`src/rtl/ysyx_23060201_load_unit.sv`:
```
// ============================================================================
// Module  : ysyx_23060201_load_unit
// Brief   : RV32I load unit - word read over valid/ready AR/R channels, then
//           byte/halfword/word extraction with error and timeout reporting.
// Revision: 1.0 - initial release
// ============================================================================
`default_nettype none

module ysyx_23060201_load_unit #(
    parameter int ADDR_WIDTH = 32,
    parameter int DATA_WIDTH = 32,
    parameter int TIMEOUT    = 255
) (
    input  logic                  clk,
    input  logic                  rst,
    input  logic                  req_valid,
    output logic                  req_ready,
    input  logic [ADDR_WIDTH-1:0] req_addr,
    input  logic [2:0]            req_func3,
    input  logic [4:0]            req_rd,
    output logic                  resp_valid,
    input  logic                  resp_ready,
    output logic [31:0]           resp_data,
    output logic [4:0]            resp_rd,
    output logic                  resp_err,
    output logic                  mem_arvalid,
    input  logic                  mem_arready,
    output logic [ADDR_WIDTH-1:0] mem_araddr,
    input  logic                  mem_rvalid,
    output logic                  mem_rready,
    input  logic [DATA_WIDTH-1:0] mem_rdata,
    input  logic [1:0]            mem_rresp
);

    localparam int            CW      = (TIMEOUT < 2) ? 1 : $clog2(TIMEOUT + 1);
    localparam logic [CW-1:0] TO_LAST = CW'(TIMEOUT - 1);

    typedef enum logic [2:0] {
        S_IDLE  = 3'd0,
        S_AR    = 3'd1,
        S_RWAIT = 3'd2,
        S_RESP  = 3'd3,
        S_DRAIN = 3'd4
    } state_t;

    state_t        r_state;
    state_t        w_next;
    logic [1:0]    r_lane;
    logic [2:0]    r_func3;
    logic          r_drain;
    logic [CW-1:0] r_cnt;
    logic          w_bad_req;
    logic          w_timeout;
    logic [7:0]    w_byte;
    logic [15:0]   w_half;
    logic [31:0]   w_ext;

    // Handshake outputs are pure state decodes, so none of them sees mem_* combinationally.
    assign req_ready   = (r_state == S_IDLE);
    assign mem_arvalid = (r_state == S_AR);
    assign mem_rready  = (r_state == S_RWAIT) || (r_state == S_DRAIN);
    assign resp_valid  = (r_state == S_RESP);

    always_comb begin
        w_bad_req = 1'b0;
        case (req_func3)
            3'b000, 3'b100: w_bad_req = 1'b0;
            3'b001, 3'b101: w_bad_req = req_addr[0];
            3'b010:         w_bad_req = (req_addr[1:0] != 2'b00);
            default:        w_bad_req = 1'b1;
        endcase
    end

    // Timeout only fires when no beat arrives in the last allowed cycle.
    assign w_timeout = (r_state == S_RWAIT) && !mem_rvalid && (r_cnt == TO_LAST);

    always_comb begin
        w_byte = mem_rdata[{r_lane, 3'b000} +: 8];
        w_half = mem_rdata[{r_lane[1], 4'b0000} +: 16];
        w_ext  = 32'd0;
        case (r_func3)
            3'b000:  w_ext = {{24{w_byte[7]}}, w_byte};
            3'b001:  w_ext = {{16{w_half[15]}}, w_half};
            3'b010:  w_ext = mem_rdata[31:0];
            3'b100:  w_ext = {24'd0, w_byte};
            3'b101:  w_ext = {16'd0, w_half};
            default: w_ext = 32'd0;
        endcase
    end

    always_comb begin
        w_next = r_state;
        case (r_state)
            S_IDLE:  if (req_valid) w_next = w_bad_req ? S_RESP : S_AR;
            S_AR:    if (mem_arready) w_next = S_RWAIT;
            S_RWAIT: if (mem_rvalid || w_timeout) w_next = S_RESP;
            S_RESP:  if (resp_ready) w_next = r_drain ? S_DRAIN : S_IDLE;
            S_DRAIN: if (mem_rvalid) w_next = S_IDLE;
            default: w_next = S_IDLE;
        endcase
    end

    always_ff @(posedge clk) begin
        if (rst) r_state <= S_IDLE;
        else     r_state <= w_next;
    end

    always_ff @(posedge clk) begin
        if (rst) begin
            r_lane     <= 2'd0;
            r_func3    <= 3'd0;
            r_drain    <= 1'b0;
            r_cnt      <= '0;
            resp_data  <= 32'd0;
            resp_rd    <= 5'd0;
            resp_err   <= 1'b0;
            mem_araddr <= '0;
        end else begin
            case (r_state)
                S_IDLE: begin
                    if (req_valid) begin
                        r_lane     <= req_addr[1:0];
                        r_func3    <= req_func3;
                        resp_rd    <= req_rd;
                        mem_araddr <= {req_addr[ADDR_WIDTH-1:2], 2'b00};
                        if (w_bad_req) begin
                            resp_err  <= 1'b1;
                            resp_data <= 32'd0;
                        end
                    end
                end
                S_AR: begin
                    if (mem_arready) r_cnt <= '0;
                end
                S_RWAIT: begin
                    if (mem_rvalid) begin
                        resp_err  <= (mem_rresp != 2'b00);
                        resp_data <= (mem_rresp != 2'b00) ? 32'd0 : w_ext;
                    end else if (w_timeout) begin
                        resp_err  <= 1'b1;
                        resp_data <= 32'd0;
                        r_drain   <= 1'b1;
                    end else begin
                        r_cnt <= r_cnt + 1'b1;
                    end
                end
                S_DRAIN: begin
                    // The abandoned beat is swallowed here so it cannot answer a later request.
                    if (mem_rvalid) r_drain <= 1'b0;
                end
                default: ;
            endcase
        end
    end

endmodule

`default_nettype wire

```
`config.mk`:
```
export PLATFORM = sky130hd
export DESIGN_NAME = ysyx_23060201_load_unit
export DESIGN_NICKNAME = d
export VERILOG_FILES = /design/src/rtl/ysyx_23060201_load_unit.sv
export SDC_FILE = /design/constraint.sdc
export NUM_CORES = 1
export LEC_CHECK = 0
export BUFFER_PORTS_ARGS = -buffer_cell sky130_fd_sc_hd__buf_2
export CAP_MARGIN = 20
export CORE_MARGIN = 3
export CORE_UTILIZATION = 25
export CTS_BUF_LIST = sky130_fd_sc_hd__clkbuf_8
export DETAILED_ROUTE_END_ITERATION = 12
export GPL_TIMING_DRIVEN = 0
export HOLD_SLACK_MARGIN = 0.02
export PLACE_DENSITY = 0.52
export SLEW_MARGIN = 20
export SYNTH_ARGS = -nofsm -noshare
export SYNTH_HDL_FRONTEND = slang
export SYNTH_SLANG_ARGS = --single-unit
```
`constraint.sdc`:
```
create_clock -name clk -period 2.6 [get_ports clk]
set_input_delay 0 -clock clk [delete_from_list [all_inputs] [get_ports clk]]
set_output_delay 0 -clock clk [all_outputs]
set_load 0.005 [all_outputs]
```
# Yosys cells after proc, flatten, opt, wreduce, memory -nomap -nowiden
# Cells that the tools add are included.
dict set report op_classes {
  addsub 1
  n_eq_ne 23
  shift 2
  n_mux 28
  n_reduce_logical 20
}
# op n
set op_table {}
lappend op_table {{$mux W32} 5}
lappend op_table {{$pmux W32 S5} 1}
lappend op_table {{$pmux W32 S2} 1}
lappend op_table {{$shiftx A32 B6 Y16} 1}
lappend op_table {{$shiftx A32 B6 Y8} 1}
lappend op_table {{$mux W8} 3}
lappend op_table {{$mux W3} 6}
lappend op_table {{$pmux W8 S2} 1}
lappend op_table {{$eq A3 B3 Y1 const B} 5}
lappend op_table {{$pmux W3 S5} 1}
lappend op_table {{$eq A3 B2 Y1 const B} 4}
lappend op_table {{$reduce_and A4 Y1} 3}
lappend op_table {{$ne A2 B2 Y1 const B} 5}
lappend op_table {{$reduce_bool A2 Y1} 5}
lappend op_table {{$eq A3 B1 Y1 const B} 3}
lappend op_table {{$logic_not A3 Y1} 3}
lappend op_table {{$add A8 B1 Y8 const B} 1}
lappend op_table {{$eq A8 B8 Y1 const B} 1}
lappend op_table {{$ne A2 B1 Y1 const B} 4}
lappend op_table {{$mux W1} 6}
lappend op_table {{$reduce_and A5 Y1} 1}
lappend op_table {{$pmux W1 S2} 2}
lappend op_table {{$reduce_or A2 Y1} 2}
lappend op_table {{$ne A3 B3 Y1 const B} 1}
lappend op_table {{6 further kinds} 8}
dict set report word_totals {
  ff_bits 85
  out_inout_bits 74
}

# Depth between registers and ports, before layout
dict set report depth {
  ltp_word 6
  ltp_mapped 8
  mapped_depth_nobuf 7
}

# Least setup slack after synthesis
# OpenSTA, ideal clock, no wires.
dict set report synth_timing {
  kind {reg2reg}
  start {reg r_cnt[0]}
  end {reg resp_data[0]}
  arrival_time_ns 1.557
  required_ns 2.529
  path_slack_ns 0.973
  stages_incl_launch_ff 9
  synth_period_minus_slack_ns 1.627
  cell_sequence {dfxtp_1 -> inv_1 -> ha_1 -> nand3_1 -> o211a_1 -> and4bb_4 -> nor2_2 -> buf_6 -> o2bb2ai_1}
}
dict set report synth_between {
  elab_chain_len 4
}
# element line_no
set synth_rtl {}
lappend synth_rtl {{from (decl)} 51} ;# logic [CW-1:0] r_cnt;
lappend synth_rtl {{from (signal assigned)} 144} ;# r_cnt <= r_cnt + 1'b1;
lappend synth_rtl {{$eq A8 B8 Y1} 75} ;# assign w_timeout = (r_state == S_RWAIT) && !mem_rvalid && (r_cnt == TO_LAST);
lappend synth_rtl {{$logic_and A1 B1 Y1} 75}
lappend synth_rtl {{$ne A3 B3 Y1 (no line)} --}
lappend synth_rtl {{$reduce_and A4 Y1 (no line)} --}
lappend synth_rtl {{to (signal assigned)} 138} ;# resp_data <= (mem_rresp != 2'b00) ? 32'd0 : w_ext;
lappend synth_rtl {{to (decl)} 23} ;# output logic [31:0] resp_data,
# Every way passes these cells.
# A chain may end at the register's enable or synchronous reset.

# Worst setup path in the final report
dict set report layout_timing {
  start {reg r_state[0]}
  end {reg resp_data[7]}
}
dict set report layout_between {
  elab_chain_len 5
}
# element line_no
set layout_rtl {}
lappend layout_rtl {{from (decl)} 46} ;# state_t r_state;
lappend layout_rtl {{from (signal assigned)} 105} ;# else r_state <= w_next;
lappend layout_rtl {{$eq A3 B2 Y1} {75, 119}}
lappend layout_rtl {{$logic_and A1 B1 Y1 (2 in a row)} 75}
lappend layout_rtl {{$ne A3 B3 Y1 (no line)} --}
lappend layout_rtl {{$reduce_and A4 Y1 (no line)} --}
# Several ways; a longest one is shown, not always the timed one.

==> impl_metrics.yaml <==
run_status:
  outcome: "complete, no violations"
power_and_ir_drop:
  power.net_switching_mw: 1.19
  pwr-share-clk_pct: 26.8
  p_leak_nw: 2.47
  p_per_area_mw_per_mm2: 620
  power_frac_comb_pct: 31.6
  swShare_pct: 33.1
  seqPwrFrac_pct: 41.6
  ir_drop_uv: 411
  p_int_mw: 2.39
floorplanning:
  die-area_sq_mm: 0.0165
  die_y_um: 129
  row_count: 44
  die_w_um: 129
  core_area_sq_mm: 0.0146
  io_pins: 154
  initial_utilization_pct: 25.7
synth:
  async_flop_share_pct: 0
  synth_top_flop_cell: "dfxtp_1"
  yosys.area.top_type_share_pct: 45.3
  synthTopCellsByArea: "dfxtp_1 (45%), nand2_1 (9.2%), a21oi_1 (8.1%)"
  yosys-top-cells-count: "nand2_1 (92), dfxtp_1 (85), a21oi_1 (61)"
  syn_inst: 423
  yosysWarnings: 0
  yosysMostFrequentCell: "nand2_1"
  syn_area_per_cell_sq_um: 8.87
  synth_seq_cells: 85
  synth_edf_count: 0
  yosysSeqAreaShare_pct: 45.3
  synth_cell_types: 51
  synth_top_area_cell: "dfxtp_1"
  netlist_area_sq_mm: 0.00375
timing:
  slew_headroom_pct: 39.4
  finalSetupViolCount: 0
  rsz0062_at_grt: "no"
  fmax_ghz: 0.409
  final_hold_viol_count: 0
  finalClockSkew_ns: 0.0216
  worstMarginPinSlew_ns: 0.901
  hold-worst-slack_ns: 0.0339
  fin_setup_tns_ns: 0
  period_share_pct: 94.0
  period_needed_ns: 2.44
  drv_slew: 0
critical_path:
  worstPathMaxFanout: 10
  crit_arrival_ns: 2.74
  path_cells: "buf_4 > nand2b_1 > nor4_4 > dlygate4sd3_1 > nand2_1 > dlygate4sd3_1 > a21oi_1"
  worstSetupPathType: "reg2reg"
  cp_num_buf_inv: 3
  cp-end-kind: "register"
  max_stage_delay_ns: 0.63
  cp-start-kind: "register"
  critPathSlowestCell: "dlygate4sd3_1"
  cpLargestDelayFamily: "buffers and inverters"
  crit_path_frequent_cell: "dlygate4sd3_1"
  worst-r2r-setup-slack_ns: 0.16
  critPathRequiredTime_ns: 2.90
global_route:
  grt_max_degree: 15
  grt_overflow_total: 0
  track_usage_pct: 15.3
  grt_pass1_vias: 4095
  antenna_found_initial: 0
  grt_pass1_wl_um: 20200
drt:
  drt_wl_total_um: 12800
  drc: 0
  vias: 4097
  vias_per_cell: 4.79
  drtIter0Drc: 240
  firstDrtPassIters: 8
  final_antenna_net_count: 0
  avgRoutedWirePerCell_um: 15.0
placed_design:
  numPortBuffers: 151
  dp_hpwl_um: 9070
  gp_congestion: 0.812
  numPlacedInstances: 759
cts:
  clockBufferDepth: 2
  clock_latency_ns: 0.38
  cts_num_sinks: 85
  clockRootBuffer: "clkbuf_8"
  path_clk_slew_ns: 0.08
  htreeDepth: 3
  cts_tree: "yes"
  cts_made_buffers: 9
final_layout:
  antenna_cells: 0
  nets: 749
  layoutNonFillerInstCount: 856
  fin_util_pct: 39.6
  drive_gt1_share_pct: 31.7
  area_delta_synth_final_pct: 53.9
job:
  maxCapViolations: 0
min_path:
  hp-class: "in2reg"
-- routing by layer --
metal  track usage (%)  part of all wire [%]  vias up
met2              24.0                    47      166
li1                  -                     -     1994
met5                 0                     0        -
met3              4.44                   6.3       34
met4              7.16                   2.7        0
met1              19.3                    44     1903
-- worst paths after layout --
path | endpoint | startpoint | cells after the start
worst max register to register | resp_data[7] | r_state[0] | 7
worst min register to register | mem_araddr[9] | mem_araddr[9] | 2
worst min-delay path | resp_data[31] | rst | 3
worst max-delay path | resp_data[7] | r_state[0] | 7
-- cells by family (layout without fill, tap and decap cells) --
family          count (synthesis)  count (layout)  synth area share (%)
simple gates                  150             150                  19.4
mux                            14              14                  4.03
xor+xnor                        4               4                 0.933
buf+inv                        40             288                  5.27
compound gates                127             127                  24.3
flops                          85              85                  45.3
fa+ha+maj                       2               2                 0.667
other cells                     1               2                0.0999
-- sequential cells by signal, indices dropped and copies added, names as in the netlist --
register    cells
resp_rd         5
resp_err        1
mem_araddr     30
resp_data      32
r_drain         1
r_func3         3
r_state         3
r_cnt           8
r_lane          2
-- power by group through the flow --
stage          sequential [mW]  clock [mW]  combinational [mW]
3_5_place_dp              1.52           0               0.999
2_1_floorplan             1.51           0               0.648
6_report                  1.49       0.961                1.13
3_3_place_gp              1.51           0               0.984
5_1_grt                   1.50        1.04                1.26
4_1_cts                   1.49        1.00                1.12
-- layout make-up --
class                   count  area (sq um)
repair buffers            232          1570
inverters                   6          22.5
flip-flops and latches     85          1700
clock inverters             6          61.3
well taps                 184           230
plain buffers              34           176
clock buffers              10           138
multi-input cells         299          1880
fillers                  1443          8810
-- cells in the final DEF, fill, tap and decap left out, types with 2 or more instances in the layout --
cell type / synthesis / routed
nand2_1: 92 / 92
conb_1: 1 / 2
nand3_1: 4 / 4
buf_6: 3 / 3
nor2b_1: 4 / 4
o21ai_0: 3 / 3
inv_1: 6 / 6
nor3_2: 2 / 2
nand2b_1: 5 / 5
a21oi_1: 61 / 61
clkbuf_8: 0 / 10
nor4_4: 2 / 3
nor2_1: 19 / 19
a211oi_2: 2 / 2
dlygate4sd3_1: 0 / 81
a211oi_1: 3 / 3
a2111oi_2: 2 / 2
ha_1: 2 / 2
buf_2: 8 / 159
a221oi_1: 8 / 8
buf_4: 4 / 4
xnor2_1: 4 / 4
o2bb2ai_1: 31 / 31
clkbuf_1: 18 / 17
nor3_1: 6 / 6
mux2_2: 9 / 9
a222oi_1: 7 / 7
dfxtp_1: 85 / 84
mux2i_1: 5 / 5
o21ai_2: 2 / 2
nand3b_1: 2 / 2
clkinv_2: 0 / 2
-- per-stage QoR --
step	setup slack [ns]	power [mW]	instance area, sq um
finish	0.157	3.58	5780
global route	0.00466	3.81	5780
CTS	0.0531	3.61	5750
detailed placement	0.634	2.51	4740
global placement	0.643	2.49	4740
floorplan	0.973	2.16	3760
-- worst reg2reg max path: cells and delay by family, from the launching register on --
kind / cells / cell delay (ns)
AOI/OAI and AO/OA: 1 / 0.14
buffers and inverters: 3 / 1.39
DFF: 1 / 0.40
and+or+nand+nor: 3 / 0.44
-- timing repair --
action                                  in CTS  in global routing
buffers inserted                             0                  0
hold endpoints to repair                    75                  0
hold buffers                                81                  0
resized for setup                            0                  7
endpoints found under the setup margin       0                  7
Note: power is estimated with default switching activity, not from simulation.
